<file path="config.mk">
export PLATFORM = sky130hd
export DESIGN_NAME = stack_op_sequencer
export DESIGN_NICKNAME = d
export VERILOG_FILES = /design/src/rtl/stack_op_sequencer.sv
export SDC_FILE = /design/constraint.sdc
export NUM_CORES = 1
export LEC_CHECK = 0
export BUFFER_PORTS_ARGS = -buffer_cell sky130_fd_sc_hd__buf_4
export CAP_MARGIN = 40
export CORE_MARGIN = 5
export CORE_UTILIZATION = 35
export DETAILED_ROUTE_END_ITERATION = 8
export GPL_TIMING_DRIVEN = 0
export SETUP_SLACK_MARGIN = 0.15
export SLEW_MARGIN = 5
export SYNTH_ARGS = -nofsm -noshare
export SYNTH_HDL_FRONTEND = slang
export SYNTH_SLANG_ARGS = --single-unit
</file>
<file path="constraint.sdc">
create_clock -name i_clk -period 4.3 [get_ports i_clk]
set_clock_uncertainty 0.05 [all_clocks]
set_input_delay 0.215 -clock i_clk [delete_from_list [all_inputs] [get_ports i_clk]]
set_output_delay 0.215 -clock i_clk [all_outputs]
set_load 0.1 [all_outputs]
</file>
<file path="src/rtl/stack_op_sequencer.sv">
// Command sequencer for an attached hardware stack: decodes stack-machine commands into
// fetch/store primitive sequences and tracks stack occupancy.
module stack_op_sequencer #(
  parameter int unsigned WIDTH = 16,
  parameter int unsigned DEPTH = 20,
  localparam int unsigned DW   = $clog2(DEPTH + 1)
) (
  input  logic             i_clk,
  input  logic             i_reset,
  input  logic             i_valid,
  output logic             o_ready,
  input  logic [2:0]       i_cmd,
  input  logic [WIDTH-1:0] i_data,
  output logic             o_done,
  output logic             o_error,
  output logic [DW-1:0]    o_depth,
  output logic             o_fetch,
  output logic             o_store,
  output logic [2:0]       o_function,
  output logic [WIDTH-1:0] o_write_D,
  input  logic [WIDTH-1:0] i_read_A,
  input  logic [WIDTH-1:0] i_read_B
);

  localparam logic [2:0] CmdNop  = 3'b000;
  localparam logic [2:0] CmdPush = 3'b001;
  localparam logic [2:0] CmdDrop = 3'b010;
  localparam logic [2:0] CmdDup  = 3'b011;
  localparam logic [2:0] CmdSwap = 3'b100;
  localparam logic [2:0] CmdOver = 3'b101;

  localparam logic [2:0] FnPush        = 3'b000;
  localparam logic [2:0] FnPop         = 3'b001;
  localparam logic [2:0] FnReplTop     = 3'b010;
  localparam logic [2:0] FnReplSecond  = 3'b011;

  localparam logic [DW-1:0] Full = DW'(DEPTH);

  typedef enum logic [2:0] {StIdle, StFetch, StWait, StWrite1, StWrite2} state_e;

  state_e             state_q;
  logic               ready_q, done_q, error_q, fetch_q, store_q;
  logic [2:0]         func_q, cmd_q;
  logic [WIDTH-1:0]   wdata_q, a_q;
  logic [DW-1:0]      depth_q;
  logic               inc_q, dec_q;
  logic               cmd_err;

  logic is_empty, is_full, below_two;
  assign is_empty  = (depth_q == '0);
  assign is_full   = (depth_q == Full);
  assign below_two = (depth_q <= DW'(1));

  always_comb begin
    cmd_err = 1'b0;
    case (i_cmd)
      CmdNop:  cmd_err = 1'b0;
      CmdPush: cmd_err = is_full;
      CmdDrop: cmd_err = is_empty;
      CmdDup:  cmd_err = is_empty || is_full;
      CmdSwap: cmd_err = below_two;
      CmdOver: cmd_err = below_two || is_full;
      default: cmd_err = 1'b1;
    endcase
  end

  always_ff @(posedge i_clk or posedge i_reset) begin
    if (i_reset) begin
      state_q <= StIdle;
      ready_q <= 1'b1;
      done_q  <= 1'b0;
      error_q <= 1'b0;
      fetch_q <= 1'b0;
      store_q <= 1'b0;
      func_q  <= '0;
      wdata_q <= '0;
      depth_q <= '0;
      cmd_q   <= '0;
      a_q     <= '0;
      inc_q   <= 1'b0;
      dec_q   <= 1'b0;
    end else begin
      // Strobes are single-cycle unless a state below re-asserts them.
      done_q  <= 1'b0;
      error_q <= 1'b0;
      fetch_q <= 1'b0;
      store_q <= 1'b0;
      func_q  <= '0;
      wdata_q <= '0;
      unique case (state_q)
        StIdle: begin
          if (i_valid) begin
            ready_q <= 1'b0;
            cmd_q   <= i_cmd;
            inc_q   <= 1'b0;
            dec_q   <= 1'b0;
            if (cmd_err || i_cmd == CmdNop) begin
              state_q <= StWrite1;
              done_q  <= 1'b1;
              error_q <= cmd_err;
            end else if (i_cmd == CmdPush) begin
              state_q <= StWrite1;
              done_q  <= 1'b1;
              store_q <= 1'b1;
              func_q  <= FnPush;
              wdata_q <= i_data;
              inc_q   <= 1'b1;
            end else if (i_cmd == CmdDrop) begin
              state_q <= StWrite1;
              done_q  <= 1'b1;
              store_q <= 1'b1;
              func_q  <= FnPop;
              dec_q   <= 1'b1;
            end else begin
              state_q <= StFetch;
              fetch_q <= 1'b1;
              inc_q   <= (i_cmd != CmdSwap);
            end
          end
        end
        StFetch: state_q <= StWait;
        StWait: begin
          a_q     <= i_read_A;
          state_q <= StWrite1;
          store_q <= 1'b1;
          if (cmd_q == CmdSwap) begin
            func_q  <= FnReplTop;
            wdata_q <= i_read_B;
          end else begin
            func_q  <= FnPush;
            wdata_q <= (cmd_q == CmdOver) ? i_read_B : i_read_A;
            done_q  <= 1'b1;
          end
        end
        StWrite1: begin
          // Only a successful SWAP is storing here without having completed.
          if (store_q && cmd_q == CmdSwap) begin
            state_q <= StWrite2;
            store_q <= 1'b1;
            func_q  <= FnReplSecond;
            wdata_q <= a_q;
            done_q  <= 1'b1;
          end else begin
            state_q <= StIdle;
            ready_q <= 1'b1;
            if (inc_q)      depth_q <= depth_q + DW'(1);
            else if (dec_q) depth_q <= depth_q - DW'(1);
          end
        end
        StWrite2: begin
          state_q <= StIdle;
          ready_q <= 1'b1;
        end
        default: begin
          state_q <= StIdle;
          ready_q <= 1'b1;
        end
      endcase
    end
  end

  assign o_ready    = ready_q;
  assign o_done     = done_q;
  assign o_error    = error_q;
  assign o_fetch    = fetch_q;
  assign o_store    = store_q;
  assign o_function = func_q;
  assign o_write_D  = wdata_q;
  assign o_depth    = depth_q;

endmodule

</file>
**Yosys cells after proc, flatten, opt, wreduce, memory -nomap -nowiden**

Cells that the tools add are included.

- $add $sub $neg: 2
- $mul: 0
- Div/mod/pow operators: 0
- Magnitude comparators: 1
- Equal/unequal tests: 14
- Shifts and indexed selects: 0
- Multiplexer cells: 49
- Bitwise operators: 2
- Reduce and logical (&&, ||, !) cells: 12

Operators with widths:

| cell | count |
|---|---|
| $mux 16 | 6 |
| $pmux 16 s3 | 1 |
| $mux 1 | 27 |
| $eq 3x2->1 const B | 4 |
| $eq 3x3->1 const B | 4 |
| $pmux 3 s4 | 1 |
| $mux 2 | 5 |
| $mux 5 | 2 |
| $pmux 1 s3 | 3 |
| $eq 3x1->1 const B | 2 |
| $logic_not 3->1 | 2 |
| $mux 3 | 2 |
| $pmux 1 s6 | 1 |
| $pmux 2 s3 | 1 |
| $reduce_and 3->1 | 2 |
| $add 5x1->5 const B | 1 |
| $eq 5x5->1 const B | 1 |
| $le 5x1->1 const B | 1 |
| $logic_not 5->1 | 1 |
| $sub 5x1->5 const B | 1 |
| $ne 2x2->1 const B | 2 |
| $logic_or 1x1->1 | 3 |
| $ne 3x3->1 const B | 1 |
| $not 1->1 | 2 |
| 4 further kinds | 4 |

- Register bits after elaboration: 53
- Latch bits: 0
- Bits in writable memories: 0
- ROM bits: 0
- Input bits: 54
- Output and inout port bits: 29
- Memories kept: 0

**Depth between registers and ports, before layout**

- Depth after elaboration: 7
- Mapped depth: 7

**Least setup slack after synthesis**

Ideal clock, no wire load.

- Path kind: register to register
- Start point: register depth_q[1], in the netlist o_depth[1]
- End point: register wdata_q[0], in the netlist o_write_D[0]
- Setup time: 0.064 ns
- Arrival: 2.559 ns
- Setup slack: 1.627 ns
- Cell stages (with the launch flop): 8
- Buffers on the path: 1
- Path through: dfrtp_1 > inv_1 > ha_1 > o21bai_1 > a32o_2 > nor4_4 > buf_6 > a221o_2

- Cells in the longest elaborated chain, start to end: 7
- Elaborated cells on any way between the ends: 10
- Those cells by class: 1 x order compare; 1 x eq/ne; 4 x mux; 4 x reduce/logical

Ends and longest elaborated chain:

| element | line | source |
|---|---|---|
| from (decl) | 45 | `logic [DW-1:0] depth_q;` |
| from (signal assigned) | 146 | `if (inc_q) depth_q <= depth_q + DW'(1);` |
| from (signal assigned) | 147 | `else if (dec_q) depth_q <= depth_q - DW'(1);` |
| $le 5x1->1 (tied with other cells) | 52 | `assign below_two = (depth_q <= DW'(1));` |
| $logic_or 1x1->1 (on tied branches) | 62, 60 |  |
| $pmux 1 s6 (*) | 56 | `case (i_cmd)` |
| $logic_or 1x1->1 (*) | 97 | `if (cmd_err \|\| i_cmd == CmdNop) begin` |
| $mux 16 (*) | 97 |  |
| $mux 16 (*) | 92 | `if (i_valid) begin` |
| $pmux 16 s3 (*) | 90 | `unique case (state_q)` |
| to (signal assigned) | 106 | `wdata_q <= i_data;` |
| to (signal assigned) | 128 | `wdata_q <= i_read_B;` |
| to (signal assigned) | 131 | `wdata_q <= (cmd_q == CmdOver) ? i_read_B : i_read_A;` |
| to (decl) | 44 | `logic [WIDTH-1:0] wdata_q, a_q;` |

Mark *: on every way between the ends. The rest lies on a longest branch, timed or not.
A chain may end at the register's enable or synchronous reset.

**Worst setup path in the final report**

- Start point: register depth_q[0], in the netlist o_depth[0]
- End point: register wdata_q[12], in the netlist o_write_D[12]

Same word-level chain as after synthesis.

==> impl_metrics.py <==
metrics = {
    "cts": {
        "tritoncts": "built",
        "h-tree-depth": 2,
        "numCtsBuffers": 5,
        "clk_path_buf_depth": 2,
        "clock-sinks": 52,
        "clk_pin_slew_ps": 110,
        "root_buffer": "clkbuf_8",
        "cts_resized": 0,
        "clock_latency_ps": 310,
    },
    "power": {
        "p_leak_nw": 1.69,
        "p_clk_share_pct": 9.9,
        "power_switching_mw": 1.64,
        "pwr-share-comb_pct": 61.6,
        "p_sw_share_pct": 55.5,
        "finalPower_mw": 2.95,
        "ir_worst_vdd_mv": 0.337,
        "p_per_area_mw_per_mm2": 883,
        "pwr-share-seq_pct": 28.6,
        "intPower_mw": 1.31,
    },
    "global_route": {
        "grt_pass1_wl_mm": 10.7,
        "grt_max_degree": 35,
        "grt.overflow.total": 0,
        "grt_pass1_vias": 2216,
        "antenna_found_initial": 0,
        "track_usage_pct": 15.1,
    },
    "route": {
        "drtIter0Drc": 76,
        "postRouteAntennaNets": 0,
        "wl_mm": 6.52,
        "post_drt_wl_per_cell_um": 14.7,
        "firstDrtPassIters": 4,
        "via_per_inst": 4.88,
        "route.detailed.drc": 0,
        "vias": 2165,
    },
    "yosys": {
        "ys_warn_count": 0,
        "ys.flop_type": "dfrtp_1",
        "syn_area_sq_mm": 0.00251,
        "ys_ff_latch": 52,
        "async_flop_share_pct": 100,
        "synthCells": 259,
        "syn_nets": 317,
        "syn_area_per_cell_sq_um": 9.70,
        "yosysSeqAreaShare_pct": 51.9,
        "synth_edf_count": 0,
        "synth_cell_types": 47,
    },
    "sta": {
        "setup_ws_ps": 1980,
        "tightest_slew_ps": 637,
        "finalHoldViolCount": 0,
        "final_max_slew_viol_count": 0,
        "setup_violations": 0,
        "min_period_over_period_pct": 53.9,
        "min_period_ps": 2320,
        "finalSetupTns_ps": 0,
        "holdWs_ps": 44.4,
        "fmax_mhz": 431,
        "rsz0062_at_grt": "no",
        "relSlewSlack_pct": 57.3,
    },
    "layout": {
        "n_antenna_cell": 0,
        "instances_no_fill": 444,
        "syn2layout_area_growth_pct": 33.2,
        "final_area_sq_mm": 0.00334,
        "n_fill_cell": 698,
        "finish.utilization_pct": 48.4,
        "drive_above_1_share_pct": 35.9,
        "nets": 405,
    },
    "floorplanning": {
        "std_cell_rows": 30,
        "die_width_um": 94.7,
        "start_util_pct": 36.4,
        "coreArea_sq_mm": 0.00691,
        "io_pins": 83,
        "die_area_sq_mm": 0.00897,
        "die_h_um": 94.7,
    },
    "placed_design": {
        "dp_hpwl_mm": 4.78,
        "place_inst": 435,
        "place_congestion": 0.751,
        "place_area_sq_mm": 0.00324,
        "dp_slack_ps": 2010,
        "port_buffers": 79,
    },
    "critical_path": {
        "cp_data_required_time_ps": 4500,
        "reg2reg_slack_ps": 1980,
        "start_kind": "register",
        "endpoint_kind": "register",
        "worstReg2RegStart": "o_depth[0]",
        "crit_arrival_ps": 2520,
        "critPathMaxFanout": 10,
        "critPathKind": "reg -> reg",
        "startpoint": "o_depth[0]",
    },
    "hold_path": {
        "hold_path_class": "in -> reg",
        "worstHoldStart": "i_read_A[4]",
    },
    "status": {
        "status": "complete, no violations",
    },
    "job": {
        "drv_cap": 0,
    },
}
[cells in the mapped netlist, types with 3 or more instances]
library cell	n	area share, %
a221o_2	14	6.3
dfrtp_1	51	51
nand2b_1	3	0.75
a21oi_1	21	4.2
nand2_1	88	13
xor2_1	4	1.4
buf_4	5	1.5
ha_1	4	2.0
o21ai_0	4	0.80
inv_1	4	0.60
clkbuf_1	6	0.90
nor2_1	9	1.3
buf_2	4	0.80
[path summary, 6_finish.rpt]
check,endpoint,cells past startpoint
worst max-delay path,o_write_D[12],7
worst min register to register,a_q[6],2
min in group asynchronous,o_depth[0],3
worst min-delay path,a_q[4],3
worst max register to register,o_write_D[12],7
max in group asynchronous,o_ready,4
[power groups by stage]
stage	logic (mW)	clock network (mW)	registers [mW]
after floorplan	0.598	0	1.66
after global placement	1.81	0	0.850
after detailed placement	1.83	0	0.854
after CTS	1.83	0.298	0.845
after global routing	1.94	0.314	0.873
final	1.82	0.291	0.844
[registers in the layout, summed over array words and instances (netlist names)]
register and count:
a_q 16, cmd_q 3, dec_q 1, inc_q 1, o_depth 5, o_done 1, o_error 1, o_fetch 1
o_function 2, o_ready 1, o_store 1, o_write_D 16, state_q 3
[critical path: stages (launching register included)]
cell and delay, ps:
dfrtp_1 510, inv_1 100, ha_1 220, and4b_1 200, a32o_2 260, nor4_4 530, buf_6 230, a221o_2 150
[cells in the final DEF, fill, tap and decap left out, types with 2 or more instances in the layout]
cell	netlist	final
inv_1	4	3
a21oi_1	21	21
o21bai_1	2	2
o21ai_0	4	4
clkbuf_8	0	5
o31ai_1	2	2
nor3_1	2	2
dfrtp_1	51	51
ha_1	4	4
xnor2_1	2	2
buf_2	4	4
a221o_2	14	14
a221o_1	2	2
buf_6	2	2
buf_4	5	84
nor4b_1	2	2
xor2_1	4	4
clkbuf_1	6	6
nand2b_1	3	3
nand2_1	88	88
nor2_1	9	9
mux2_2	2	2
[layout make-up]
cell class	instances	area, sq um	share of cell area, %
Sequential cell	52	1300	38.9
Multi-Input combinational cell	184	1080	32.4
Timing Repair Buffer	81	623	18.6
Tap cell	96	120	3.59
Buffer	18	106	3.18
Clock buffer	5	68.8	2.06
Clock inverter	3	21.3	0.636
Inverter	5	18.8	0.561
[cell families (layout without fill, tap and decap cells)]
kind of cell               count (synthesis)  count (layout)  synth area share (%)
and+or+nand+nor                          117             117                  21.3
DFF                                       52              52                  51.9
xor gates and xnor gates                   6               6                  2.09
adders and majority gates                  4               4                  1.99
AOI/OAI and AO/OA                         53              53                  16.3
muxes                                      3               3                  1.30
buffers and inverters                     23             112                  4.98
other                                      1               1                 0.149
[per-layer routing]
layer  vias to the layer above  track usage (%)  part of all wire (%)
met5                         -                0                     0
met4                         0             4.69                   1.2
met3                         6             3.51                   5.0
met2                        63             24.4                    50
met1                      1039             20.1                    44
li1                       1057                -                     -
[what timing repair did]
| action | 4_1_cts | 5_1_grt |
|---|---|---|
| setup buffers | 0 | 0 |
| endpoints found under the hold margin | 18 | 0 |
| hold buffers | 1 | 0 |
Note: power is estimated with default switching activity, not from simulation.
